--- src/rtl/ref_dac_sched.sv ---
// Arbitrates host and loop DAC codes onto a single SPI serializer and tracks the committed code.
// Optional loop-step clamp when REF_DAC_SLEW_EN is defined.
module ref_dac_sched #(
    parameter int               DAC_W        = 16,
    parameter int               MIN_GAP      = 400,
    parameter logic [DAC_W-1:0] DEFAULT_CODE = 16'h7FFF,
    parameter int               MAX_STEP     = 256
) (
    input  logic             clk,
    input  logic             reset_n,
    input  logic             loop_valid,
    input  logic [DAC_W-1:0] loop_code,
    output logic             loop_ready,
    input  logic             host_valid,
    input  logic [DAC_W-1:0] host_code,
    output logic             host_ready,
    input  logic             host_hold,
    output logic             spi_start,
    output logic [DAC_W-1:0] spi_data,
    input  logic             spi_busy,
    output logic [DAC_W-1:0] dac_code,
    output logic [7:0]       drop_cnt,
    output logic             spi_err
);
`ifdef REF_DAC_SLEW_EN
    localparam bit SLEW_EN = 1'b1;
`else
    localparam bit SLEW_EN = 1'b0;
`endif
    localparam logic signed [DAC_W:0] STEP = (DAC_W+1)'(MAX_STEP);

    typedef enum logic [1:0] {S_IDLE, S_START, S_SHIFT, S_GAP} state_t;

    state_t           r_state, w_nstate;
    logic             r_act;
    logic             r_host_pend, r_loop_pend;
    logic [DAC_W-1:0] r_host_buf, r_loop_buf, r_spi_data, r_dac;
    logic [7:0]       r_drop;
    logic             r_err;
    logic [15:0]      r_gap;
    logic [3:0]       r_tmo;

    logic             w_launch, w_commit, w_tmo, w_sel_host;
    logic             w_loop_acc, w_drop;
    logic [DAC_W-1:0] w_word, w_loop_word;
    logic signed [DAC_W:0] w_diff, w_up, w_dn;

    // Clamp datapath; w_up/w_dn MSB flags overflow/underflow of dac_code +/- step.
    always_comb begin
        w_diff      = $signed({1'b0, r_loop_buf}) - $signed({1'b0, r_dac});
        w_up        = $signed({1'b0, r_dac}) + STEP;
        w_dn        = $signed({1'b0, r_dac}) - STEP;
        w_loop_word = r_loop_buf;
        if (SLEW_EN && (w_diff > STEP))
            w_loop_word = w_up[DAC_W] ? '1 : w_up[DAC_W-1:0];
        else if (SLEW_EN && (w_diff < -STEP))
            w_loop_word = w_dn[DAC_W] ? '0 : w_dn[DAC_W-1:0];
    end

    assign w_sel_host = r_host_pend;
    assign w_word     = w_sel_host ? r_host_buf : w_loop_word;

    always_comb begin
        w_nstate = r_state;
        w_launch = 1'b0;
        w_commit = 1'b0;
        w_tmo    = 1'b0;
        case (r_state)
            S_IDLE: begin
                if (r_act && (r_host_pend || r_loop_pend)) begin
                    w_launch = 1'b1;
                    w_nstate = S_START;
                end
            end
            S_START: begin
                if (spi_busy) begin
                    w_nstate = S_SHIFT;
                end else if (r_tmo == 4'd14) begin
                    w_tmo    = 1'b1;
                    w_nstate = S_GAP;
                end
            end
            S_SHIFT: begin
                if (!spi_busy) begin
                    w_commit = 1'b1;
                    w_nstate = S_GAP;
                end
            end
            S_GAP: begin
                if (r_gap == 16'd0) w_nstate = S_IDLE;
            end
            default: w_nstate = S_IDLE;
        endcase
    end

    // A loop entry consumed by a launch this cycle may be refilled without counting a drop.
    assign w_loop_acc = loop_valid && r_act;
    assign w_drop     = w_loop_acc && (host_hold || (r_loop_pend && !(w_launch && !w_sel_host)));

    always_ff @(posedge clk or negedge reset_n) begin
        if (!reset_n) begin
            r_state     <= S_IDLE;
            r_act       <= 1'b0;
            r_host_pend <= 1'b1;
            r_host_buf  <= DEFAULT_CODE;
            r_loop_pend <= 1'b0;
            r_loop_buf  <= '0;
            r_spi_data  <= '0;
            r_dac       <= DEFAULT_CODE;
            r_drop      <= 8'd0;
            r_err       <= 1'b0;
            r_gap       <= 16'd0;
            r_tmo       <= 4'd0;
        end else begin
            r_state <= w_nstate;
            r_act   <= 1'b1;
            if (w_launch)
                r_spi_data <= w_word;
            if (w_launch)
                r_tmo <= 4'd0;
            else if (r_state == S_START)
                r_tmo <= r_tmo + 4'd1;
            if (w_commit)
                r_dac <= r_spi_data;
            if (w_tmo)
                r_err <= 1'b1;
            if (w_commit || w_tmo)
                r_gap <= 16'(MIN_GAP - 1);
            else if (r_state == S_GAP)
                r_gap <= r_gap - 16'd1;

            if (host_valid && !r_host_pend) begin
                r_host_buf  <= host_code;
                r_host_pend <= 1'b1;
            end else if (w_launch && w_sel_host) begin
                r_host_pend <= 1'b0;
            end

            if (w_loop_acc && !host_hold) begin
                r_loop_buf  <= loop_code;
                r_loop_pend <= 1'b1;
            end else if (w_launch && !w_sel_host) begin
                r_loop_pend <= 1'b0;
            end

            if (w_drop && (r_drop != 8'hFF))
                r_drop <= r_drop + 8'd1;
        end
    end

    assign loop_ready = r_act;
    assign host_ready = !r_host_pend;
    assign spi_start  = w_launch;
    assign spi_data   = w_launch ? w_word : r_spi_data;
    assign dac_code   = r_dac;
    assign drop_cnt   = r_drop;
    assign spi_err    = r_err;
endmodule

--- config.mk ---
export PLATFORM = sky130hd
export DESIGN_NAME = ref_dac_sched
export DESIGN_NICKNAME = d
export VERILOG_FILES = /design/src/rtl/ref_dac_sched.sv
export SDC_FILE = /design/constraint.sdc
export NUM_CORES = 1
export LEC_CHECK = 0
export ABC_AREA = 1
export CAP_MARGIN = 20
export CORE_MARGIN = 1.5
export CORE_UTILIZATION = 53
export CTS_BUF_LIST = sky130_fd_sc_hd__clkbuf_4 sky130_fd_sc_hd__clkbuf_8
export CTS_CLUSTER_DIAMETER = 50
export DETAILED_ROUTE_END_ITERATION = 12
export GPL_ROUTABILITY_DRIVEN = 0
export PLACE_DENSITY_LB_ADDON = 0.08
export SETUP_SLACK_MARGIN = 0.02
export SLEW_MARGIN = 20
export SYNTH_ARGS = -nofsm -noshare
export SYNTH_HDL_FRONTEND = slang
export SYNTH_SLANG_ARGS = --single-unit
export TNS_END_PERCENT = 10
--- constraint.sdc ---
create_clock -name clk -period 4.52 [get_ports clk]
set_clock_uncertainty 0.15 [all_clocks]
set_input_delay 0.452 -clock clk [delete_from_list [all_inputs] [get_ports clk]]
set_output_delay 0.452 -clock clk [all_outputs]
set_load 0.01 [all_outputs]
======== Yosys cells after proc, flatten, opt, wreduce, memory -nomap -nowiden ========
Index checks and enable logic that the tools add are counted.
word-level totals
  word-level logic and storage cells ...... 69
  bits in registers ....................... 98
  output and inout bits ................... 44
  bits of input ports ..................... 38
cells by class
  equal/unequal tests ..................... 9
  mux-type cells .......................... 23
  reduce and logical (&&, ||, !) cells .... 22
  add/subtract/negate cells ............... 3
operator list
  operator                                            count
  2-to-1 mux 16 bit                                   4
  zero test 16 bit                                    1
  subtractor 16 x 1 -> 16 bit, second input constant  1
  2-to-1 mux 1 bit                                    11
  2-to-1 mux 2 bit                                    5
  logical AND 1 bit                                   9
  adder 8 x 1 -> 8 bit, second input constant         1
  2-to-1 mux 4 bit                                    2
  inequality test 8 bit, second input constant        1
  case mux 2 bit (4 select lines)                     1
  nonzero test 2 bit                                  4
  inequality test 2 bit, second input constant        3
  adder 4 x 1 -> 4 bit, second input constant         1
  == test 2 bit, second input constant                2
  == test 4 bit, second input constant                1
  AND reduction 4 bit                                 1
  zero test 1 bit                                     3
  logical OR 1 bit                                    3
  inequality test 3 bit, second input constant        1
  == test 2 x 1 -> 1 bit, second input constant       1
  zero test 2 bit                                     1

======== Longest topological paths before layout ========
Gate-level depths: netlist of run 1.
  depth in word-level cells ............... 10
  depth in mapped cells ................... 10
  depth with buffers taken out ............ 10

======== Worst setup path before layout of run 1 ========
OpenSTA, ideal clock, no wires.
  path kind ............................... reg-to-output
  from .................................... register r_state[0]
  to ...................................... output port spi_data[2]
  data required time ...................... 3.918 ns
  cell stages (with the launch flop) ...... 8
  path slack .............................. 2.563 ns
  buffers on the path ..................... 1
  arrival ................................. 1.355 ns
  cell sequence ........................... dfrtp_1 -> inv_1 -> ha_1 -> nand4_1 -> inv_2 -> buf_2 -> nand2_1 -> o211ai_1
between the ends
  longest elaborated chain between the ends .. 3
RTL lines
  what                      line  source
  start: declaration        34    state_t r_state, w_nstate;
  start signal: assignment  115   r_state <= w_nstate;
  zero test 2 bit           68    case (r_state)
  2-to-1 mux 1 bit          68
  2-to-1 mux 16 bit         154   assign spi_data = w_launch ? w_word : r_spi_data;
  end: declaration          19    output logic [DAC_W-1:0] spi_data,
Every way passes these cells.

======== Worst setup path in the final report of run 1 ========
Ends and elaborated chain as after synthesis.

==> impl_metrics.json, run 1 <==
{
  "clkTransAtPathRegs_ps": 100,
  "vias_in_the_first_global_route": 3569,
  "finalSetupViolations": 0,
  "synth-seq-cells": 98,
  "crit_type": "reg -> out",
  "synth_enable_flop_cells": 0,
  "wl_um": 9710,
  "post_synth_fa_ha_maj_area_fraction": 0.0221,
  "detail_route.vias_per_cell": 5.15,
  "fraction_of_the_mapped_netlist_area_in_compound_gates": 0.0565,
  "min-delay-path-class": "reg -> reg",
  "cts_num_sinks": 98,
  "max_freq_mhz": 304,
  "row_count": 33,
  "routedWlPerCell_um": 13.8,
  "gr-usage-met3": 0.0494,
  "post_cts_resize_count": 0,
  "crit_path_max_fanout": 21,
  "drv_slew": 0,
  "seq_area_mm2": 0.00249,
  "drt_pass1_iterations": 4,
  "instances_no_fill": 704,
  "area_of_the_multi_input_gates_mm2": 0.00182,
  "cell_area_after_technology_mapping_mm2": 0.00454,
  "clk_path_buf_depth": 2,
  "fin_crit_sh": 0.728,
  "top_area_cell_type_share_of_the_netlist_area": 0.369,
  "post-route-min-period_ps": 3290,
  "grt_use_total": 0.229,
  "use_met2": 0.373,
  "maxCapViolations": 0,
  "num-fill-cells": 675,
  "layout-drive-gt1-share": 0.140,
  "vdd_ir_drop_max_mv": 0.323,
  "tritoncts": "yes",
  "core_region_area_mm2": 0.00826,
  "cp_data_required_time_ps": 3920,
  "timing.critical_path.from_type": "flop",
  "drcViolationCount": 0,
  "grt_busiest_layer": "met2",
  "netlist.top_cell.by_area": "sky130_fd_sc_hd__dfrtp_1",
  "dominant_combinational_cell_family_by_area_after_synthesis": "simple AND/OR/NAND/NOR gates",
  "synthesis.area_per_instance_um2": 8.87,
  "area_growth_pct": 24.0,
  "ant_nets": 0,
  "critical_path_arrival_ps": 2690,
  "leakage_uw": 0.00271,
  "yosys.cell_types.count": 35,
  "num-nets-final": 640,
  "maximum_number_of_pins_on_one_net_before_global_route_repair": 56,
  "io_buffers": 81,
  "synth_xor_area_frac": 0.0116,
  "tritoncts.num_buffers": 9,
  "die_h_um": 95.5,
  "timing.setup.tns_ps": 0,
  "dr.first_iter.drc_count": 199,
  "cts_max_level": 3,
  "number_of_antenna_violations_at_the_first_check_in_global_routing": 0,
  "global_route.overflow_total": 0,
  "gr-usage-met1": 0.295,
  "yosysWarningCount": 0,
  "initial_utilization": 0.550,
  "worstSetupEndpointType": "output pin",
  "placed_cells_incl_taps": 687,
  "ioPinCount": 82,
  "global_route_wire_length_before_repair_um": 16100,
  "ctsRootBufferMaster": "sky130_fd_sc_hd__clkbuf_8",
  "grt_setup_unrepaired": "false",
  "synth_seq_area_share": 0.549,
  "async_flop_share": 1.00,
  "synth_top_flop_cell": "sky130_fd_sc_hd__dfrtp_1",
  "synthesis.nets": 558,
  "report.final.hold_viol_count": 0,
  "yosys.area_share.simple": 0.271,
  "insertion_delay_ps": 360,
  "vias": 3624,
  "dieArea_mm2": 0.00913,
  "netlist_instances": 512,
  "max_slew.worst_pin.slew_ps": 679,
  "post-synth-top-count-cell": "sky130_fd_sc_hd__nand2_1",
  "synth_commonest_cells": "207 x sky130_fd_sc_hd__nand2_1, 67 x sky130_fd_sc_hd__dfrtp_1, 35 x sky130_fd_sc_hd__nor2_1, 34 x sky130_fd_sc_hd__inv_1, 31 x sky130_fd_sc_hd__dfstp_2",
  "floorplan.die.width_um": 95.5,
  "synth.area.top_cells": "sky130_fd_sc_hd__dfrtp_1 37%, sky130_fd_sc_hd__dfstp_2 18%, sky130_fd_sc_hd__nand2_1 17%",
  "maxSlewHeadroom": 0.548,
  "dp.final_hpwl_um": 7100,
  "synth.mux.area_fraction": 0.0397,
  "antennaDiodeCount": 0,
  "pwr_density_cell_mw_per_mm2": 565,
  "outcome": "finished, final reports clean"
}
[layer usage]
metal	up-vias	wire length, um
met4	0	198
met3	17	551
met5	-	0
li1	1784	-
met1	1729	4450
met2	94	4510
[power by group]
| group | switching (uW) | leakage (uW) | internal, uW |
|---|---|---|---|
| combinational | 636 | 0.00144 | 537 |
| clock | 323 | 0.000107 | 266 |
| sequential | 187 | 0.00116 | 1230 |
| total | 1150 | 0.00271 | 2030 |
[state kept, by name (all words and copies together), names as in the netlist]
signal / count
r_gap: 16
r_tmo: 4
r_loop_pend: 1
dac_code: 16
r_loop_buf: 16
r_state: 2
loop_ready: 1
r_spi_data: 16
r_host_buf: 16
spi_err: 1
r_host_pend: 1
drop_cnt: 8
[per-stage QoR]
step	hold slack, ps	area (um^2)	power [uW]	setup slack [ps]	utilization
floorplan	6.41	4540	2070	2560	-
global placement	301	5410	2570	1730	0.655
detailed placement	305	5410	2610	1630	0.655
CTS	319	5630	3200	1220	0.681
global route	336	5630	3400	1050	0.681
finish	318	5630	3180	1230	0.681
[critical path: stages (launching register included)]
cell                              delay, ps
sky130_fd_sc_hd__dfrtp_1                430
sky130_fd_sc_hd__inv_1                  140
sky130_fd_sc_hd__ha_1                   230
sky130_fd_sc_hd__nand2_2                310
sky130_fd_sc_hd__nor2_4                 420
sky130_fd_sc_hd__nand2_1                100
sky130_fd_sc_hd__o211ai_1               120
sky130_fd_sc_hd__clkdlybuf4s50_1        580
[layout make-up]
cell class | count | share of cell area
clock inverter | 7 | 0.0145
timing repair buffer | 83 | 0.147
clock buffer | 9 | 0.0220
tap | 105 | 0.0233
sequential | 98 | 0.443
inverter | 40 | 0.0267
multi-input combinational | 362 | 0.324
[worst paths after layout]
| kind | startpoint | to | slack [ps] | depth (start not counted) |
|---|---|---|---|---|
| max | r_state[0] | spi_data[2] | 1230 | 7 |
| min | dac_code[14] | dac_code[14] | 320 | 2 |
| max reg2reg | r_state[0] | dac_code[2] | 2280 | 6 |
| min reg2reg | dac_code[14] | dac_code[14] | 320 | 2 |
| max in group asynchronous | reset_n | r_host_buf[15] | 2640 | 3 |
| min in group asynchronous | reset_n | r_gap[13] | 450 | 2 |
[cell families (layout without fill, tap and decap cells)]
family | Yosys count | in the layout
and+or+nand+nor | 293 | 293
DFF | 98 | 98
buffers and inverters | 52 | 139
AOI/OAI and AO/OA | 38 | 38
muxes | 16 | 16
adders and majority gates | 8 | 8
xor gates and xnor gates | 6 | 6
other | 1 | 1
[cells in the final DEF (no fill, tap or decap), drive strengths merged]
master / Yosys / routed
dlygate4sd3: 0 / 1
clkinv: 1 / 3
dfrtp: 67 / 67
o21bai: 4 / 4
a21oi: 4 / 4
nor2: 43 / 43
conb: 1 / 1
nand3b: 2 / 2
o21a: 1 / 1
bufinv: 0 / 1
o211ai: 3 / 3
inv: 39 / 43
xor2: 5 / 5
a22oi: 14 / 14
clkdlybuf4s50: 0 / 80
nand3: 25 / 25
dfstp: 31 / 31
nor3: 1 / 1
nand4: 10 / 10
o21ai: 12 / 12
ha: 8 / 8
and2: 1 / 1
buf: 10 / 2
xnor2: 1 / 1
nand2: 210 / 210
clkbuf: 2 / 9
mux2: 16 / 16
or2: 1 / 1
[repair_timing]
item / CTS / global route
hold buffers: 1 / 0
endpoints found under the hold margin: 30 / 0
setup buffers: 0 / 0
No activity file was read; power rests on OpenSTA's default activity.
==> run 2, diff against run 1 <==
CORE_UTILIZATION = 49   (was 53)
clock period = 2.99 ns   (was 4.52 ns; I/O delays follow)
==> run 2 against run 1 <==
Cell count rose by 1.4%; non-clock buffer count rose by 7; wire length rose by 4.3%; first-iteration DRC count fell by 17%; core utilization fell by 3.7 points; global-route usage fell by 0.96 points; clock power rose by 52%; die area rose by 7.9%; via count fell by 0.58%; worst setup slack got worse by 1000 ps; total power rose by 53%; critical path type unchanged; largest cell class unchanged.
==> impl_metrics.json, run 2 (synthesis gave the netlist of run 1 again) <==
{
  "crit_path_max_fanout": 20,
  "row_count": 34,
  "worstSetupEndpointType": "output pin",
  "critical_path_arrival_ps": 2350,
  "timing.setup.tns_ps": 0,
  "ctsRootBufferMaster": "sky130_fd_sc_hd__clkbuf_8",
  "vdd_ir_drop_max_mv": 0.526,
  "gr-usage-met3": 0.0485,
  "drt_pass1_iterations": 4,
  "vias": 3603,
  "instances_no_fill": 714,
  "dieArea_mm2": 0.00985,
  "cts_max_level": 3,
  "critical_path_source": "r_state[1]",
  "num-nets-final": 647,
  "gr-usage-met1": 0.299,
  "core_region_area_mm2": 0.00885,
  "maximum_number_of_pins_on_one_net_before_global_route_repair": 52,
  "pwr_density_cell_mw_per_mm2": 852,
  "routedWlPerCell_um": 14.2,
  "placed_cells_incl_taps": 693,
  "finalCoreUtilization": 0.645,
  "wl_um": 10100,
  "global_route.overflow_total": 0,
  "tritoncts": "yes",
  "dp.final_hpwl_um": 7110,
  "r2r_start": "r_state[0]",
  "finalSetupViolations": 0,
  "maxCapViolations": 0,
  "insertion_delay_ps": 350,
  "global_route_wire_length_before_repair_um": 17200,
  "grt_setup_unrepaired": "true",
  "clkTransAtPathRegs_ps": 90,
  "detail_route.vias_per_cell": 5.05,
  "initial_utilization": 0.513,
  "grt_use_total": 0.219,
  "outcome": "finished, final reports clean",
  "vias_in_the_first_global_route": 3611,
  "number_of_antenna_violations_at_the_first_check_in_global_routing": 0,
  "antennaDiodeCount": 0,
  "use_met2": 0.357,
  "maxSlewHeadroom": 0.567,
  "crit_type": "reg -> out",
  "drcViolationCount": 0,
  "ioPinCount": 82,
  "ant_nets": 0,
  "tritoncts.num_buffers": 9,
  "grt_busiest_layer": "met2",
  "drv_slew": 0,
  "dr.first_iter.drc_count": 165,
  "min-delay-path-class": "in -> reg",
  "fin_crit_sh": 0.936,
  "io_buffers": 81,
  "cts_num_sinks": 98,
  "report.final.hold_viol_count": 0,
  "hold_start": "host_code[7]",
  "layout_commonest_cell": "sky130_fd_sc_hd__nand2_1",
  "max_slew.worst_pin.slew_ps": 649,
  "report.power.total_uw": 4860,
  "layout_common_cells": "207 x sky130_fd_sc_hd__nand2_1, 80 x sky130_fd_sc_hd__clkdlybuf4s50_1, 67 x sky130_fd_sc_hd__dfrtp_1",
  "post-route-min-period_ps": 2800,
  "leakage_uw": 0.00275,
  "timing.critical_path.from_type": "flop",
  "floorplan.die.width_um": 99.3,
  "area_growth_pct": 25.7,
  "layout-drive-gt1-share": 0.150,
  "max_freq_mhz": 357,
  "die_h_um": 99.3,
  "clk_path_buf_depth": 2,
  "cp_data_required_time_ps": 2540
}
## run 2: cell types whose count changed in the layout (fill, tap and decap cells not counted)
cell / change
sky130_fd_sc_hd__inv_2: -1
sky130_fd_sc_hd__inv_6: -1
sky130_fd_sc_hd__clkinv_2: -1
sky130_fd_sc_hd__clkbuf_8: +1
sky130_fd_sc_hd__clkbuf_4: +2
sky130_fd_sc_hd__buf_4: +5
sky130_fd_sc_hd__inv_8: -1
sky130_fd_sc_hd__buf_6: +1
sky130_fd_sc_hd__buf_12: +1
sky130_fd_sc_hd__inv_4: +1
## run 2: layer usage
layer | vias to the layer above | wire length, um
met3 | 6 | 333
met5 | - | 0
met1 | 1718 | 4720
met2 | 72 | 4970
met4 | 0 | 97
li1 | 1807 | -
## run 2: through the flow
stage | hold slack (ps) | setup WS (ps) | instance area (um^2)
2_1_floorplan | -147 | 1190 | 4540
3_3_place_gp | 222 | 578 | 5450
3_5_place_dp | 225 | 517 | 5450
4_1_cts | 272 | 114 | 5670
5_1_grt | 284 | 7.31 | 5710
6_report | 292 | 190 | 5710
## run 2: path summary, 6_finish.rpt
kind / depth (start not counted) / slack [ps] / end
worst max-delay path: 7 / 190 / spi_data[9]
worst min-delay path: 3 / 290 / r_host_buf[7]
worst max register to register: 6 / 710 / dac_code[2]
worst min register to register: 2 / 310 / dac_code[7]
max in group asynchronous: 3 / 1580 / r_host_buf[4]
min in group asynchronous: 2 / 360 / drop_cnt[4]
## run 2: cell type report
type,count,area [um^2]
Fill cell,752,3140
Inverter,40,153
Timing Repair Buffer,90,895
Multi-Input combinational cell,362,1820
Clock buffer,12,153
Tap cell,108,135
Clock inverter,4,56.3
Sequential cell,98,2490
## run 2: where the power goes
part,switching (uW),internal [uW]
registers,284,1860
clock network,456,437
logic,976,848
## run 2: worst max-delay path, cell delays in order (launching register included)
cell and delay, ps:
sky130_fd_sc_hd__dfrtp_1 450, sky130_fd_sc_hd__inv_1 100, sky130_fd_sc_hd__ha_1 230, sky130_fd_sc_hd__nand2_2 120
sky130_fd_sc_hd__buf_6 210, sky130_fd_sc_hd__inv_1 90, sky130_fd_sc_hd__o211ai_1 220, sky130_fd_sc_hd__clkdlybuf4s50_1 590
## run 2: what timing repair did
item | CTS | global route
endpoints found under the setup margin | 0 | 16
setup buffers | 0 | 4
gates resized for setup | 0 | 3
hold endpoints to repair | 35 | 0
hold buffers | 1 | 0
==> run 3, diff against run 2 <==
CORE_MARGIN = 2   (was 1.5)
==> run 3 against run 2 <==
Register-to-register slack got worse by 70 ps; global-route usage decreased by 0.28 points; largest power group unchanged; final area about the same; critical path type unchanged; critical endpoint is now spi_data[11]; sequential share of layout area about the same; fmax decreased by 1.0%.
==> impl_metrics.json, run 3 (synthesis gave the netlist of run 1 again) <==
{
  "outcome": "finished, final reports clean",
  "antennaDiodeCount": 0,
  "drcViolationCount": 0,
  "io_buffers": 81,
  "timing.setup.tns_ps": 0,
  "number_of_antenna_violations_at_the_first_check_in_global_routing": 0,
  "max_slew.worst_pin.slew_ps": 658,
  "core_region_area_mm2": 0.00911,
  "detailroute.wirelength.met2_um": 4920,
  "worstReg2RegEnd": "dac_code[2]",
  "num-nets-final": 645,
  "routedWlPerCell_um": 14.0,
  "min-delay-path-class": "in -> reg",
  "cts_num_sinks": 98,
  "global_route.overflow_total": 0,
  "hold_start": "host_code[14]",
  "whs_path_depth": 3,
  "report.final.hold_viol_count": 0,
  "power.share.switching": 0.352,
  "tritoncts.num_buffers": 9,
  "wl_um": 10000,
  "timing.hold.ws_ps": 279,
  "met3WireLength_um": 369,
  "crit_path_max_fanout": 18,
  "timing.critical_path.from_type": "flop",
  "die_h_um": 100,
  "power.clock.fraction": 0.195,
  "net-switching-power_uw": 1730,
  "layout-drive-gt1-share": 0.147,
  "finalCoreUtilization": 0.627,
  "pwr_density_cell_mw_per_mm2": 859,
  "min_delay_worst_endpoint": "r_host_buf[14]",
  "maximum_number_of_pins_on_one_net_before_global_route_repair": 53,
  "ctsRootBufferMaster": "sky130_fd_sc_hd__clkbuf_8",
  "finalSetupViolations": 0,
  "topRoutingLayerUsed": "met4",
  "clkTransAtPathRegs_ps": 100,
  "layout_common_cells": "207 x sky130_fd_sc_hd__nand2_1, 80 x sky130_fd_sc_hd__clkdlybuf4s50_1, 67 x sky130_fd_sc_hd__dfrtp_1",
  "ant_nets": 0,
  "leakage_uw": 0.00275,
  "drt_pass1_iterations": 4,
  "row_count": 35,
  "timing.reg2reg.setup_slack_ps": 640,
  "internal-power_uw": 3180,
  "area_growth_pct": 25.8,
  "drv_slew": 0,
  "r2r_start": "r_state[0]",
  "met1_length_um": 4630,
  "ioPinCount": 82,
  "detail_route.vias_per_cell": 5.05,
  "tritoncts": "yes",
  "crit_type": "reg -> out",
  "vdd_ir_drop_max_mv": 0.391,
  "cp_data_required_time_ps": 2540,
  "grt_use_total": 0.216,
  "fraction_of_power_consumed_by_combinational_cells": 0.368,
  "final_design_area_no_fill_mm2": 0.00571,
  "dpl-instance-area_mm2": 0.00545,
  "initial_utilization": 0.498,
  "post-place-ws_ps": 398,
  "clk_path_buf_depth": 2,
  "timing.reg2reg.worst_path_depth": 6,
  "fin_crit_sh": 0.946,
  "worstSetupEndpointType": "output pin",
  "critical_path_arrival_ps": 2380,
  "global_route_wire_length_before_repair_um": 17300,
  "dieArea_mm2": 0.0101,
  "finalWorstSetupSlack_ps": 160,
  "maxCapViolations": 0,
  "max_freq_mhz": 353,
  "vias_in_the_first_global_route": 3704,
  "dp.final_hpwl_um": 7150,
  "post-route-min-period_ps": 2830,
  "share_seq_of_total_power": 0.437,
  "floorplan.die.width_um": 100,
  "cts_max_level": 3,
  "insertion_delay_ps": 360,
  "grt_setup_unrepaired": "false",
  "dr.first_iter.drc_count": 145,
  "vias": 3610,
  "layout_commonest_cell": "sky130_fd_sc_hd__nand2_1",
  "maxSlewHeadroom": 0.560
}
==> run 3: cell type report <==
| class | instances | area (um^2) |
|---|---|---|
| inverters | 40 | 153 |
| well taps | 111 | 139 |
| multi-input cells | 362 | 1830 |
| repair buffers | 88 | 876 |
| flip-flops and latches | 98 | 2490 |
| clock inverters | 7 | 98.8 |
| clock buffers | 9 | 124 |
| fillers | 781 | 3400 |
==> run 3: metal layers <==
metal  up-vias  track usage
li1       1795            -
met1      1739        0.284
met2        68        0.366
met3         8       0.0446
met4         0       0.0580
met5         -            0
==> run 3: timing repair <==
item,4_1_cts,5_1_grt
gates resized for setup,0,3
endpoints found under the setup margin,3,15
endpoints found under the hold margin,24,0
pin swaps,1,0
setup buffers,2,0
hold buffers,1,0
==> run 3: power groups by stage <==
stage                     sequential (uW)  clock, uW  combinational [uW]
final                                2140        958                1810
after global routing                 2200       1030                2030
after CTS                            2140        978                1820
after detailed placement             2160          0                1800
after global placement               2150          0                1770
after floorplan                      2140          0                 987
==> run 3: metrics by stage <==
step           power (uW)  cells
6_report             4910    715
5_1_grt              5270    715
4_1_cts              4940    715
3_5_place_dp         3960    696
3_3_place_gp         3920    696
2_1_floorplan        3130    512
==> run 3: worst max-delay path by stage <==
stage | from | to | cells past startpoint | slack, ps
final | r_state[0] | spi_data[11] | 7 | 160
after global routing | r_state[0] | spi_data[9] | 8 | 30
after CTS | r_state[0] | spi_data[11] | 7 | 80
after detailed placement | r_state[0] | spi_data[2] | 7 | 400
after global placement | r_state[0] | spi_data[9] | 7 | 470
after floorplan | r_state[0] | spi_data[2] | 7 | 1190
==> run 3: critical path: stages, from the launching register on <==
cell and delay [ps]:
sky130_fd_sc_hd__dfrtp_1 430, sky130_fd_sc_hd__inv_1 130, sky130_fd_sc_hd__ha_1 250, sky130_fd_sc_hd__nand4_1 170
sky130_fd_sc_hd__inv_4 240, sky130_fd_sc_hd__a22oi_1 160, sky130_fd_sc_hd__nand2_1 100, sky130_fd_sc_hd__clkdlybuf4s50_1 530
